### src/rtl/cram_pkg.sv
// cram_pkg: shared constants and types for the cartridge RAM DRAM scheduler.
//   RA_W       DRAM multiplexed address width
//   S_*        phase-counter slot start values
//   owner_e    which user owns the DRAM in the current half-cycle slot
//   s_sat_inc  saturating increment of the phase counter
package cram_pkg;

   localparam int unsigned RA_W = 12;

   // Refresh and DMA share the low-half slot, so both start at S1.
   localparam logic [3:0] S_REF     = 4'd1;
   localparam logic [3:0] S_DMA     = 4'd1;
   localparam logic [3:0] S_CPU     = 4'd4;
   localparam logic [3:0] S_CPU_CAS = 4'd6;
   localparam logic [3:0] S_MAX     = 4'd15;

   typedef enum logic [1:0] {IDLE, REF, DMA, CPU} owner_e;

   function automatic logic [3:0] s_sat_inc(input logic [3:0] s);
      return (s == S_MAX) ? s : s + 4'd1;
   endfunction

endpackage

### src/rtl/cram_phase_sync.sv
// cram_phase_sync: tracks the C64 PHI2 phase in DotClk cycles.
// Ports:
//   i_dotclk   dot clock (8 per PHI2 cycle)
//   i_res      async active-high reset
//   i_phi2     C64 phase-2 clock (sampled)
//   o_s        phase counter S (0 = not yet synchronised, 1..7 slots, saturates at 15)
//   o_s_next   value S takes on the next DotClk edge
//   o_fall     PHI2 falling edge seen on this sample (S reloads to 1)
module cram_phase_sync
   import cram_pkg::*;
(
   input  logic       i_dotclk,
   input  logic       i_res,
   input  logic       i_phi2,
   output logic [3:0] o_s,
   output logic [3:0] o_s_next,
   output logic       o_fall
);

   logic       r_phi2_prev;
   logic       r_seen_low;
   logic [3:0] r_s;
   logic       w_seen_low;
   logic       w_fall;
   logic [3:0] w_s_next;

   // Includes the current sample so the first low sample already counts.
   assign w_seen_low = r_seen_low | ~i_phi2;
   assign w_fall     = ~i_phi2 & r_phi2_prev;

   always_comb begin
      w_s_next = r_s;
      if (!w_seen_low) begin
         w_s_next = 4'd0;
      end else if (w_fall) begin
         w_s_next = S_REF;
      end else begin
         w_s_next = s_sat_inc(r_s);
      end
   end

   always_ff @(posedge i_dotclk or posedge i_res) begin
      if (i_res) begin
         r_phi2_prev <= 1'b0;
         r_seen_low  <= 1'b0;
         r_s         <= 4'd0;
      end else begin
         r_phi2_prev <= i_phi2;
         r_seen_low  <= w_seen_low;
         r_s         <= w_s_next;
      end
   end

   assign o_s      = r_s;
   assign o_s_next = w_s_next;
   assign o_fall   = w_fall & w_seen_low;

endmodule

### src/rtl/cram_dram_sched.sv
// cram_dram_sched: DRAM access scheduler for the cartridge RAM board.
// Low half of each PHI2 cycle (S1..S3): CAS-before-RAS refresh or DMA access.
// High half (S4..S7): guaranteed CPU access slot.
// Optional feature macro: CRAM_DMA_EN (undefined: DMA port ignored, dma_ack/dma_rdata = 0).
// Ports:
//   DotClk, RES, PHI2               clock, async active-high reset, C64 phase-2
//   cpu_req/we/addr/wdata/ack/rdata CPU request port (req held until ack)
//   dma_req/we/addr/wdata/ack/rdata DMA request port (same rules)
//   RA, nRAS, nCAS, nRWE            DRAM address and active-low strobes
//   RDo, RDoe, RDi                  DRAM write data, its drive enable, read data
// All DRAM-side outputs are registered: values for slot k are computed from the
// next phase value and loaded on the edge that enters slot k.
module cram_dram_sched
   import cram_pkg::*;
#(
   parameter int unsigned REF_DIV = 8,
   parameter int unsigned ADDR_W  = 22
) (
   input  logic              DotClk,
   input  logic              RES,
   input  logic              PHI2,
   input  logic              cpu_req,
   input  logic              cpu_we,
   input  logic [ADDR_W-1:0] cpu_addr,
   input  logic [7:0]        cpu_wdata,
   output logic              cpu_ack,
   output logic [7:0]        cpu_rdata,
   input  logic              dma_req,
   input  logic              dma_we,
   input  logic [ADDR_W-1:0] dma_addr,
   input  logic [7:0]        dma_wdata,
   output logic              dma_ack,
   output logic [7:0]        dma_rdata,
   output logic [RA_W-1:0]   RA,
   output logic              nRAS,
   output logic              nCAS,
   output logic              nRWE,
   output logic [7:0]        RDo,
   output logic              RDoe,
   input  logic [7:0]        RDi
);

`ifdef CRAM_DMA_EN
   localparam bit DmaEn = 1'b1;
`else
   localparam bit DmaEn = 1'b0;
`endif

   function automatic logic [RA_W-1:0] ra_row(input logic [ADDR_W-1:0] a);
      return {1'b0, 11'(a >> 11)};
   endfunction

   function automatic logic [RA_W-1:0] ra_col(input logic [ADDR_W-1:0] a);
      return {1'b0, a[10:0]};
   endfunction

   logic [3:0]        w_s;
   logic [3:0]        w_s_next;
   logic              w_fall;
   logic              w_abort;

   owner_e            r_own,       w_own_d;
   logic [ADDR_W-1:0] r_addr,      w_addr_d;
   logic              r_we,        w_we_d;
   logic [7:0]        r_wdata,     w_wdata_d;
   logic [3:0]        r_ref_cnt,   w_ref_d;
   logic [RA_W-1:0]   r_ra,        w_ra_d;
   logic              r_nras,      w_nras_d;
   logic              r_ncas,      w_ncas_d;
   logic              r_nrwe,      w_nrwe_d;
   logic              r_rdoe,      w_rdoe_d;
   logic [7:0]        r_rdo,       w_rdo_d;
   logic              r_cpu_ack,   w_cpu_ack_d;
   logic [7:0]        r_cpu_rdata, w_cpu_rdata_d;
   logic              r_dma_ack,   w_dma_ack_d;
   logic [7:0]        r_dma_rdata, w_dma_rdata_d;

   cram_phase_sync u_phase (
      .i_dotclk (DotClk),
      .i_res    (RES),
      .i_phi2   (PHI2),
      .o_s      (w_s),
      .o_s_next (w_s_next),
      .o_fall   (w_fall)
   );

   // Early PHI2 fall while a strobe sequence may be running (S1..S6): drop it.
   assign w_abort = w_fall && (w_s >= S_REF) && (w_s <= S_CPU_CAS);

   always_comb begin
      w_nras_d      = 1'b1;
      w_ncas_d      = 1'b1;
      w_nrwe_d      = 1'b1;
      w_rdoe_d      = 1'b0;
      w_rdo_d       = 8'h00;
      w_ra_d        = r_ra;
      w_own_d       = r_own;
      w_addr_d      = r_addr;
      w_we_d        = r_we;
      w_wdata_d     = r_wdata;
      w_ref_d       = r_ref_cnt;
      w_cpu_ack_d   = 1'b0;
      w_cpu_rdata_d = r_cpu_rdata;
      w_dma_ack_d   = 1'b0;
      w_dma_rdata_d = r_dma_rdata;

      if (w_abort) begin
         w_own_d = IDLE;
      end else begin
         case (w_s_next)
            S_REF: begin
               if (r_ref_cnt == 4'd0) begin
                  w_own_d  = REF;
                  w_ncas_d = 1'b0;
               end else if (DmaEn && dma_req) begin
                  w_own_d   = DMA;
                  w_addr_d  = dma_addr;
                  w_we_d    = dma_we;
                  w_wdata_d = dma_wdata;
                  w_ra_d    = ra_row(dma_addr);
               end else begin
                  w_own_d = IDLE;
               end
            end
            S_REF + 4'd1: begin
               if (r_own == REF) begin
                  w_ncas_d = 1'b0;
                  w_nras_d = 1'b0;
               end else if (r_own == DMA) begin
                  w_ra_d   = ra_row(r_addr);
                  w_nras_d = 1'b0;
               end
            end
            S_REF + 4'd2: begin
               if (r_own == DMA) begin
                  w_ra_d   = ra_col(r_addr);
                  w_nras_d = 1'b0;
                  w_ncas_d = 1'b0;
                  w_nrwe_d = ~r_we;
                  w_rdoe_d = r_we;
                  w_rdo_d  = r_we ? r_wdata : 8'h00;
               end
            end
            S_CPU: begin
               if (r_own == DMA) begin
                  w_dma_ack_d   = 1'b1;
                  w_dma_rdata_d = RDi;
               end
               w_ref_d = (r_ref_cnt == 4'(REF_DIV - 1)) ? 4'd0 : r_ref_cnt + 4'd1;
               if (cpu_req) begin
                  w_own_d   = CPU;
                  w_addr_d  = cpu_addr;
                  w_we_d    = cpu_we;
                  w_wdata_d = cpu_wdata;
                  w_ra_d    = ra_row(cpu_addr);
               end else begin
                  w_own_d = IDLE;
               end
            end
            S_CPU + 4'd1: begin
               if (r_own == CPU) begin
                  w_ra_d   = ra_row(r_addr);
                  w_nras_d = 1'b0;
               end
            end
            S_CPU_CAS: begin
               if (r_own == CPU) begin
                  w_ra_d   = ra_col(r_addr);
                  w_nras_d = 1'b0;
                  w_ncas_d = 1'b0;
                  w_nrwe_d = ~r_we;
                  w_rdoe_d = r_we;
                  w_rdo_d  = r_we ? r_wdata : 8'h00;
               end
            end
            S_CPU_CAS + 4'd1: begin
               if (r_own == CPU) begin
                  w_cpu_ack_d   = 1'b1;
                  w_cpu_rdata_d = RDi;
               end
               w_own_d = IDLE;
            end
            default: begin
               w_own_d = IDLE;
            end
         endcase
      end
   end

   always_ff @(posedge DotClk or posedge RES) begin
      if (RES) begin
         r_own       <= IDLE;
         r_addr      <= '0;
         r_we        <= 1'b0;
         r_wdata     <= 8'h00;
         r_ref_cnt   <= 4'd0;
         r_ra        <= '0;
         r_nras      <= 1'b1;
         r_ncas      <= 1'b1;
         r_nrwe      <= 1'b1;
         r_rdoe      <= 1'b0;
         r_rdo       <= 8'h00;
         r_cpu_ack   <= 1'b0;
         r_cpu_rdata <= 8'h00;
         r_dma_ack   <= 1'b0;
         r_dma_rdata <= 8'h00;
      end else begin
         r_own       <= w_own_d;
         r_addr      <= w_addr_d;
         r_we        <= w_we_d;
         r_wdata     <= w_wdata_d;
         r_ref_cnt   <= w_ref_d;
         r_ra        <= w_ra_d;
         r_nras      <= w_nras_d;
         r_ncas      <= w_ncas_d;
         r_nrwe      <= w_nrwe_d;
         r_rdoe      <= w_rdoe_d;
         r_rdo       <= w_rdo_d;
         r_cpu_ack   <= w_cpu_ack_d;
         r_cpu_rdata <= w_cpu_rdata_d;
         r_dma_ack   <= w_dma_ack_d;
         r_dma_rdata <= w_dma_rdata_d;
      end
   end

   assign RA        = r_ra;
   assign nRAS      = r_nras;
   assign nCAS      = r_ncas;
   assign nRWE      = r_nrwe;
   assign RDo       = r_rdo;
   assign RDoe      = r_rdoe;
   assign cpu_ack   = r_cpu_ack;
   assign cpu_rdata = r_cpu_rdata;
   assign dma_ack   = DmaEn & r_dma_ack;
   assign dma_rdata = DmaEn ? r_dma_rdata : 8'h00;

endmodule

### config.mk
export PLATFORM = sky130hd
export DESIGN_NAME = cram_dram_sched
export DESIGN_NICKNAME = d
export VERILOG_FILES = /design/src/rtl/cram_pkg.sv /design/src/rtl/cram_phase_sync.sv /design/src/rtl/cram_dram_sched.sv
export SDC_FILE = /design/constraint.sdc
export NUM_CORES = 1
export LEC_CHECK = 0
export CORE_MARGIN = 2
export CORE_UTILIZATION = 39
export DETAILED_ROUTE_END_ITERATION = 12
export HOLD_SLACK_MARGIN = 0.08
export PLACE_DENSITY = 0.72
export SKIP_CTS_REPAIR_TIMING = 1
export SYNTH_ARGS = -nofsm -noshare
export SYNTH_HDL_FRONTEND = slang
export SYNTH_HIERARCHICAL = 1
export SYNTH_SLANG_ARGS = --single-unit
### constraint.sdc
create_clock -name DotClk -period 5.4 [get_ports DotClk]
set_clock_uncertainty 0.2 [all_clocks]
set_input_delay 0.81 -clock DotClk [delete_from_list [all_inputs] [get_ports DotClk]]
set_output_delay 0.81 -clock DotClk [all_outputs]
set_load 0.01 [all_outputs]
; After elaboration in Yosys (flattened, before gate mapping)
; Index checks and enable logic that the tools add are counted.
[word_totals]
wordCells = 95
register_bits = 76
output_inout_bits = 42
[op_classes]
bitwise = 6
n_eq_ne = 19
mux = 40
n_reduce_logical = 10
add_sub_neg = 2
n_lt_le_gt_ge = 2
[ops]
columns = operator, count
row1 = 12-bit two-way mux, 6
row2 = 12-bit one-hot mux with 5 select lines, 1
row3 = 8-bit two-way mux, 4
row4 = "4-bit by 3-bit equality test with 1-bit output, second input constant", 5
row5 = 1-bit two-way mux, 17
row6 = 4-bit two-way mux, 4
row7 = 8-bit one-hot mux with 2 select lines, 1
row8 = "2-bit inequality test, second input constant", 6
row9 = "4-bit by 1-bit adder with 4-bit output, second input constant", 2
row10 = "4-bit by 2-bit equality test with 1-bit output, second input constant", 2
row11 = 8-bit AND reduction, 1
row12 = 2-bit one-hot mux with 3 select lines, 1
row13 = 3-bit AND reduction, 2
row14 = 5-bit nonzero test, 1
row15 = "2-bit equality test, second input constant", 2
row16 = "4-bit by 1-bit equality test with 1-bit output, second input constant", 1
row17 = "4-bit equality test, second input constant", 1
row18 = "4-bit by 1-bit greater-or-equal comparator with 1-bit output, second input constant", 1
row19 = "4-bit by 3-bit less-or-equal comparator with 1-bit output, second input constant", 1
row20 = 4-bit zero test, 1
row21 = 2-bit two-way mux, 2
row22 = 1-bit one-hot mux with 2 select lines, 2
row23 = 1-bit one-hot mux with 4 select lines, 1
row24 = 4-bit OR reduction, 1
row25 = 9 further kinds, 13

; Logic depth before layout (Yosys ltp)
; Gate-level depths: netlist of run 1.
[depth]
ltp_word = 8
ltp_mapped = 11
depth_no_buf = 9

; Modules after synthesis
; Netlist of run 1, hierarchy kept.
[by_module_without_submodules]
columns = module, cells_per_inst, seq_area_each_um2, instances, area_each_um2
row1 = cram_dram_sched, 242, 1730.4, 1, 3079.2
row2 = cram_phase_sync, 25, 150.1, 1, 264.0

; Least setup slack after synthesis of run 1
; OpenSTA, ideal clock, no wires.
[synth_timing]
path_kind = input to register
startpoint = input port PHI2
endpoint = register r_ra[0], in the netlist RA[0]
n_path_buf = 1
path_slack_ns = 2.396
path_stages = 9
t_arrival_ns = 2.725
cell_sequence = nand2b_1 -> o21ai_0 -> a211oi_1 -> inv_1 -> a311oi_1 -> a31oi_1 -> nor4_2 -> buf_6 -> mux2i_1
[synth_via]
elab_chain_cells = 7
[synth_rtl]
columns = element, line
row1 = start: declaration, cram_dram_sched.sv:21  ; input logic PHI2,
row2 = 1-bit NOT (*), "cram_phase_sync.sv:28, cram_phase_sync.sv:29"
row3 = 1-bit bitwise AND, cram_phase_sync.sv:29  ; assign w_fall = ~i_phi2 & r_phi2_prev;
row4 = 4-bit two-way mux, cram_phase_sync.sv:35  ; end else if (w_fall) begin
row5 = 4-bit two-way mux (*), cram_phase_sync.sv:33  ; if (!w_seen_low) begin
row6 = net w_s_next[3], cram_dram_sched.sv:58  ; logic [3:0] w_s_next;
row7 = 4-bit by 3-bit equality test with 1-bit output or 4-bit by 2-bit equality test with 1-bit output (tied branches), cram_dram_sched.sv:110  ; case (w_s_next)
row8 = 5-bit nonzero test (no source line) or 2-bit inequality test (tied branches), n/a
row9 = 8-bit AND reduction (no source line), n/a
row10 = end signal: assignment, cram_dram_sched.sv:213  ; r_ra <= w_ra_d;
row11 = end: declaration, cram_dram_sched.sv:67  ; logic [RA_W-1:0] r_ra, w_ra_d;
; Mark *: on every way through the listed nets, which the timed path passes. The rest lies on a longest branch.
; A chain may end at the register's enable or synchronous reset.

; Worst setup path after layout of run 1
[layout_timing]
startpoint = input port PHI2
endpoint = register r_ra[2], in the netlist RA[2]
[layout_lines]
columns = element, line
row1 = 1-bit NOT (*), cram_phase_sync.sv:28  ; assign w_seen_low = r_seen_low | ~i_phi2;
row2 = 1-bit bitwise OR (*), cram_phase_sync.sv:28
row3 = net u_phase.w_seen_low, cram_phase_sync.sv:23  ; logic w_seen_low;
row4 = 4-bit two-way mux (*), cram_phase_sync.sv:33
row5 = net w_s_next[3], cram_dram_sched.sv:58
row6 = 4-bit by 3-bit equality test with 1-bit output or 4-bit by 2-bit equality test with 1-bit output (tied branches), cram_dram_sched.sv:110
row7 = 5-bit nonzero test (no source line) or 2-bit inequality test (tied branches), n/a
row8 = 8-bit AND reduction (no source line), n/a
; Marked as above.

==> flow_metrics.tcl, run 1 <==
set metrics [dict create \
    outcome "completed" \
    multi_input_comb_area_mm2 0.00128 \
    report.final.slew_viol_count 0 \
    critPathArrivalTime_ns 3.73 \
    clk_latency_ns 0.34 \
    syn_inst 267 \
    seqCellArea_mm2 0.00188 \
    antenna_found_initial 0 \
    synth_edf_count 0 \
    met1_usage_pct 19.4 \
    worst-slew-pin-transition_ns 0.864 \
    first_pass_iters 4 \
    synth_top_cell_by_area "dfrtp_1" \
    cp-end-kind "flip-flop" \
    dieArea_mm2 0.00933 \
    hold_viol 0 \
    cts_tree "yes" \
    core_mm2 0.00826 \
    ir_drop_uv 286 \
    r2r_slack_ns 2.19 \
    cts_root_buffer "clkbuf_8" \
    synth_area_leaders "dfrtp_1 54%, mux2_2 13%, mux2i_1 3.9%, a222oi_1 3.3%, inv_1 2.6%" \
    drt_iter0_markers 149 \
    synth_top_family_by_area "multiplexers" \
    synth.avg_cell_area_um2 12.5 \
    clk_pin_slew_ns 0.07 \
    yosysMostFrequentCell "dfrtp_1" \
    drt-total-wl_mm 6.61 \
    met2_usage_pct 23.7 \
    setup_viol 0 \
    fmax_ghz 0.273 \
    synth_cell_types 42 \
    cts_num_sinks 75 \
    drtAntennaViolNets 0 \
    start_kind "primary input" \
    vias_per_cell 5.00 \
    wire_per_inst_um 14.5 \
    synth_top_area_share_pct 53.9 \
    synth_xor_area_share_pct 0.786 \
    synthArstFlopShare_pct 100 \
    die_x_um 96.6 \
    initial_core_util_pct 40.5 \
    rows 33 \
    grt_first_pass_wirelength_mm 10.7 \
    synth_common_cells "72 x dfrtp_1, 40 x mux2_2, 23 x inv_1" \
    nets 427 \
    vias 2279 \
    syn_area_mm2 0.00334 \
    ys_seq_elements 75 \
    portBuffers 74 \
    yosysWarnings 6 \
    dp_hpwl_mm 4.54 \
    p_leak_nw 1.93 \
    synth_compound_area_share_pct 7.63 \
    critPathKind "primary input to flip-flop" \
    drive_above_1_share_pct 20.8 \
    post-route-min-period_ns 3.67 \
    setup_tns_ns 0 \
    syn_to_final_growth_pct 31.5 \
    gp_congestion 0.813 \
    pin_count 117 \
    placed_cells 440 \
    clk_path_buf_depth 2 \
    route.detailed.drc 0 \
    slew_headroom_pct 42.1 \
    use_met3_pct 5.28 \
    fillers 711 \
    grt_use_total_pct 15.1 \
    grt_pass1_vias 2270 \
    h-tree-depth 3 \
    synth-seq-area-share_pct 56.3 \
    stdcell_count 456 \
    rsz0062_at_grt "false" \
    antenna_cells 0 \
    cp_max_fo 11 \
    overflow 0 \
    drv_cap 0 \
    synth.area.mux_share_pct 17.4 \
    hold_class "flip-flop to flip-flop" \
    finalCritPeriodShare_pct 67.9 \
    grt_start_max_net_pins 55 \
    cp.required_ns 5.46 \
    yosys.area_share.simple_pct 8.79 \
    numCtsBuffers 9 \
    ys.flop_type "dfrtp_1" \
    chipHeight_um 96.6 \
    gr-max-usage-layer "met2" \
    synthAdderAreaFrac_pct 2.25 \
    power.density_mw_per_mm2 494 \
]
## cells in the final DEF (no fill, tap or decap), types with 2 or more instances in the layout
master and instances:
clkdlybuf4s50_1 74, dfrtp_1 72, mux2_2 40, inv_1 22, nand2_1 13, mux2i_1 13
a222oi_1 11, clkbuf_8 11, nor2_1 10, conb_1 10, and2_1 8, o21ai_0 7
ha_1 6, buf_4 6, nand3_1 4, nor3_1 3, a21oi_1 3, dfstp_2 3
nor2b_1 2, a21boi_0 2, or2_2 2, a31oi_1 2, xor2_1 2, bufinv_16 2
clkinvlp_4 2
## through the flow
step | setup WS, ns | hold slack (ns) | utilization (%) | area [um2] | power (mW)
2_1_floorplan | 2.40 | 0.247 | - | 3380 | 1.43
3_3_place_gp | 1.45 | 0.255 | 50.4 | 4160 | 1.66
3_5_place_dp | 1.44 | 0.265 | 50.4 | 4160 | 1.69
4_1_cts | 1.80 | 0.284 | 53.2 | 4400 | 2.19
5_1_grt | 1.61 | 0.296 | 53.2 | 4400 | 2.31
6_report | 1.73 | 0.279 | 53.2 | 4400 | 2.17
## critical path: stages
cell and delay [ns]:
clkdlybuf4s50_1 0.47, nand2b_1 0.14, o21ai_0 0.16, a211oi_1 0.72
inv_1 0.18, a311oi_1 0.31, a31oi_1 0.12, nor4_4 0.27
buf_4 0.28, mux2i_1 0.24
## flip-flops by register name, summed over array words and instances, names as in the netlist, 2 cells and up
name         count
u_phase/o_s      4
r_wdata          8
r_addr          22
RDo              8
cpu_rdata        8
r_ref_cnt        4
RA              11
r_own            2
## layout make-up
type / instances / area share (%)
sequential: 75 / 42.8
multi-input combinational: 157 / 29.1
timing repair buffer: 80 / 17.9
clock buffer: 11 / 3.44
tap: 105 / 2.99
inverter: 23 / 1.96
clock inverter: 5 / 1.91
## kinds of logic after synthesis
kind of cell,count (synthesis)
buffers and inverters,44
xor gates and xnor gates,3
muxes,53
adders and majority gates,6
AOI/OAI and AO/OA,33
DFF,75
and+or+nand+nor,52
other,1
## worst paths after layout
kind | startpoint | to | depth (start not counted)
hold reg to reg | r_wdata[2] | RDo[2] | 1
setup / recovery | PHI2 | RA[2] | 10
max in group asynchronous | RES | RDo[1] | 3
hold / removal | r_wdata[2] | RDo[2] | 1
min in group asynchronous | RES | u_phase/r_seen_low | 2
setup reg to reg | u_phase/o_s[0] | RA[2] | 9
## power by group
group | switching [mW] | total (mW) | internal [mW] | leakage, nW
clock network | 0.207 | 0.494 | 0.287 | 0.112
registers | 0.117 | 0.878 | 0.761 | 0.948
logic | 0.384 | 0.799 | 0.414 | 0.871
## per-layer routing
metal / vias to the layer above / share of wire, %
met5: - / 0
met2: 81 / 49
met3: 9 / 7.3
li1: 1068 / -
met1: 1121 / 42
met4: 0 / 1.4
No activity file was read; power rests on OpenSTA's default activity.
==> run 2: changes to the inputs <==
clock period = 3.6 ns   (was 5.4 ns; I/O delays follow)
==> flow_metrics.tcl, run 2 (same netlist as run 1, synthesis figures left out) <==
set metrics [dict create \
    outcome "completed" \
    hold_class "primary input to asynchronous set/reset pin" \
    critPathArrivalTime_ns 3.19 \
    clockPowerShare_pct 22.3 \
    report.final.slew_viol_count 0 \
    vias_per_cell 5.04 \
    regMostFlops "r_addr" \
    nets 431 \
    portBuffers 74 \
    drv_cap 0 \
    mostFrequentLayoutCells "74 x clkdlybuf4s50_1, 72 x dfrtp_1, 40 x mux2_2, 22 x inv_1" \
    setup_tns_ns 0 \
    grt_use_total_pct 15.6 \
    route.detailed.drc 0 \
    initial_core_util_pct 40.5 \
    overflow 0 \
    rows 33 \
    cts_num_sinks 75 \
    setup_viol 0 \
    power.density_mw_per_mm2 732 \
    clk_latency_ns 0.35 \
    slowest_delay_ns 0.71 \
    wire_per_inst_um 14.7 \
    pwr-share-comb_pct 37.3 \
    die_x_um 96.6 \
    dp_hpwl_mm 4.67 \
    post-route-min-period_ns 3.16 \
    hold_viol 0 \
    grt_start_max_net_pins 41 \
    chipHeight_um 96.6 \
    p_leak_nw 1.96 \
    multi_input_comb_area_mm2 0.00129 \
    vias 2319 \
    critPathKind "flip-flop to flip-flop" \
    top_layer "met4" \
    cts_root_buffer "clkbuf_8" \
    first_pass_iters 6 \
    slowest_stage "nor4_4" \
    rsz0062_at_grt "false" \
    antenna_cells 0 \
    worst-slew-pin-transition_ns 0.802 \
    wl_met1_mm 2.93 \
    drtAntennaViolNets 0 \
    grt_first_pass_wirelength_mm 11.0 \
    slew_headroom_pct 45.2 \
    ir_drop_uv 318 \
    clk_path_buf_depth 2 \
    syn_to_final_growth_pct 33.0 \
    gp_congestion 0.802 \
    p_int_mw 2.17 \
    crit_family "simple AND/OR/NAND/NOR gates" \
    final_core_utilization_pct 53.9 \
    placed_cells 444 \
    clk_pin_slew_ns 0.09 \
    seqCellArea_mm2 0.00188 \
    cts_tree "yes" \
    worst-path-buf-inv 1 \
    grt_pass1_vias 2418 \
    dpl-instance-area_mm2 0.00422 \
    finalCritPeriodShare_pct 87.6 \
    drt-total-wl_mm 6.77 \
    crit_chain "ha_1 -> nand3_2 -> xor2_1 -> a21o_1 -> nor4_4 -> and2b_4 -> nand2_1 -> buf_12 -> mux2_2" \
    start_kind "flip-flop" \
    stdcell_count 460 \
    core_mm2 0.00826 \
    cp_max_fo 32 \
    met3_wirelength_um 481 \
    fmax_ghz 0.317 \
    numCtsBuffers 9 \
    seqPwrFrac_pct 40.4 \
    sw_frac_of_total_pct 33.3 \
    fillers 727 \
    stdcell_area_mm2 0.00445 \
    switching_power_mw 1.08 \
    antenna_found_initial 0 \
    route.met2.wl_mm 3.27 \
    final_common_cell "clkdlybuf4s50_1" \
    pin_count 117 \
    drive_above_1_share_pct 21.7 \
    h-tree-depth 3 \
    power.total_mw 3.25 \
    largest_reg_flops 22 \
    cp-end-kind "flip-flop" \
    dieArea_mm2 0.00933 \
    drt_iter0_markers 177 \
    cp.required_ns 3.63 \
]
run 2: path summary, 6_finish.rpt:
path | end | cells past startpoint | slack (ns) | start
min in group DotClk | RDo[3] | 1 | 0.27 | r_wdata[3]
hold reg to reg | RDo[3] | 1 | 0.27 | r_wdata[3]
hold / removal | u_phase/o_s[2] | 2 | 0.26 | RES
max in group asynchronous | r_addr[13] | 3 | 2.09 | RES
setup reg to reg | r_addr[6] | 9 | 0.44 | u_phase/o_s[0]
setup / recovery | r_addr[6] | 9 | 0.44 | u_phase/o_s[0]
run 2: power groups by stage:
stage / registers, mW / logic, mW / clock network, mW
6_report: 1.31 / 1.22 / 0.725
4_1_cts: 1.31 / 1.22 / 0.751
2_1_floorplan: 1.33 / 0.814 / 0
3_3_place_gp: 1.31 / 1.18 / 0
3_5_place_dp: 1.33 / 1.21 / 0
5_1_grt: 1.35 / 1.34 / 0.788
run 2: per-layer routing:
layer	GRT usage [%]	vias up
li1	-	1083
met1	19.4	1133
met2	25.6	90
met3	4.58	13
met4	5.87	0
met5	0	-
run 2: final cells by class:
cell class              instances  area share (%)
clock buffers                   9            2.78
well taps                     105            2.95
repair buffers                 84            18.9
clock inverters                 7            2.22
multi-input cells             157            28.9
flip-flops and latches         75            42.3
inverters                      23            1.94
run 2: stage by stage:
step                worst slack (ns)  hold WS, ns
CTS                           0.0653        0.256
detailed placement            -0.314        0.263
global placement              -0.231        0.257
finish                         0.445        0.257
global route                   0.235        0.269
floorplan                      0.866        0.131
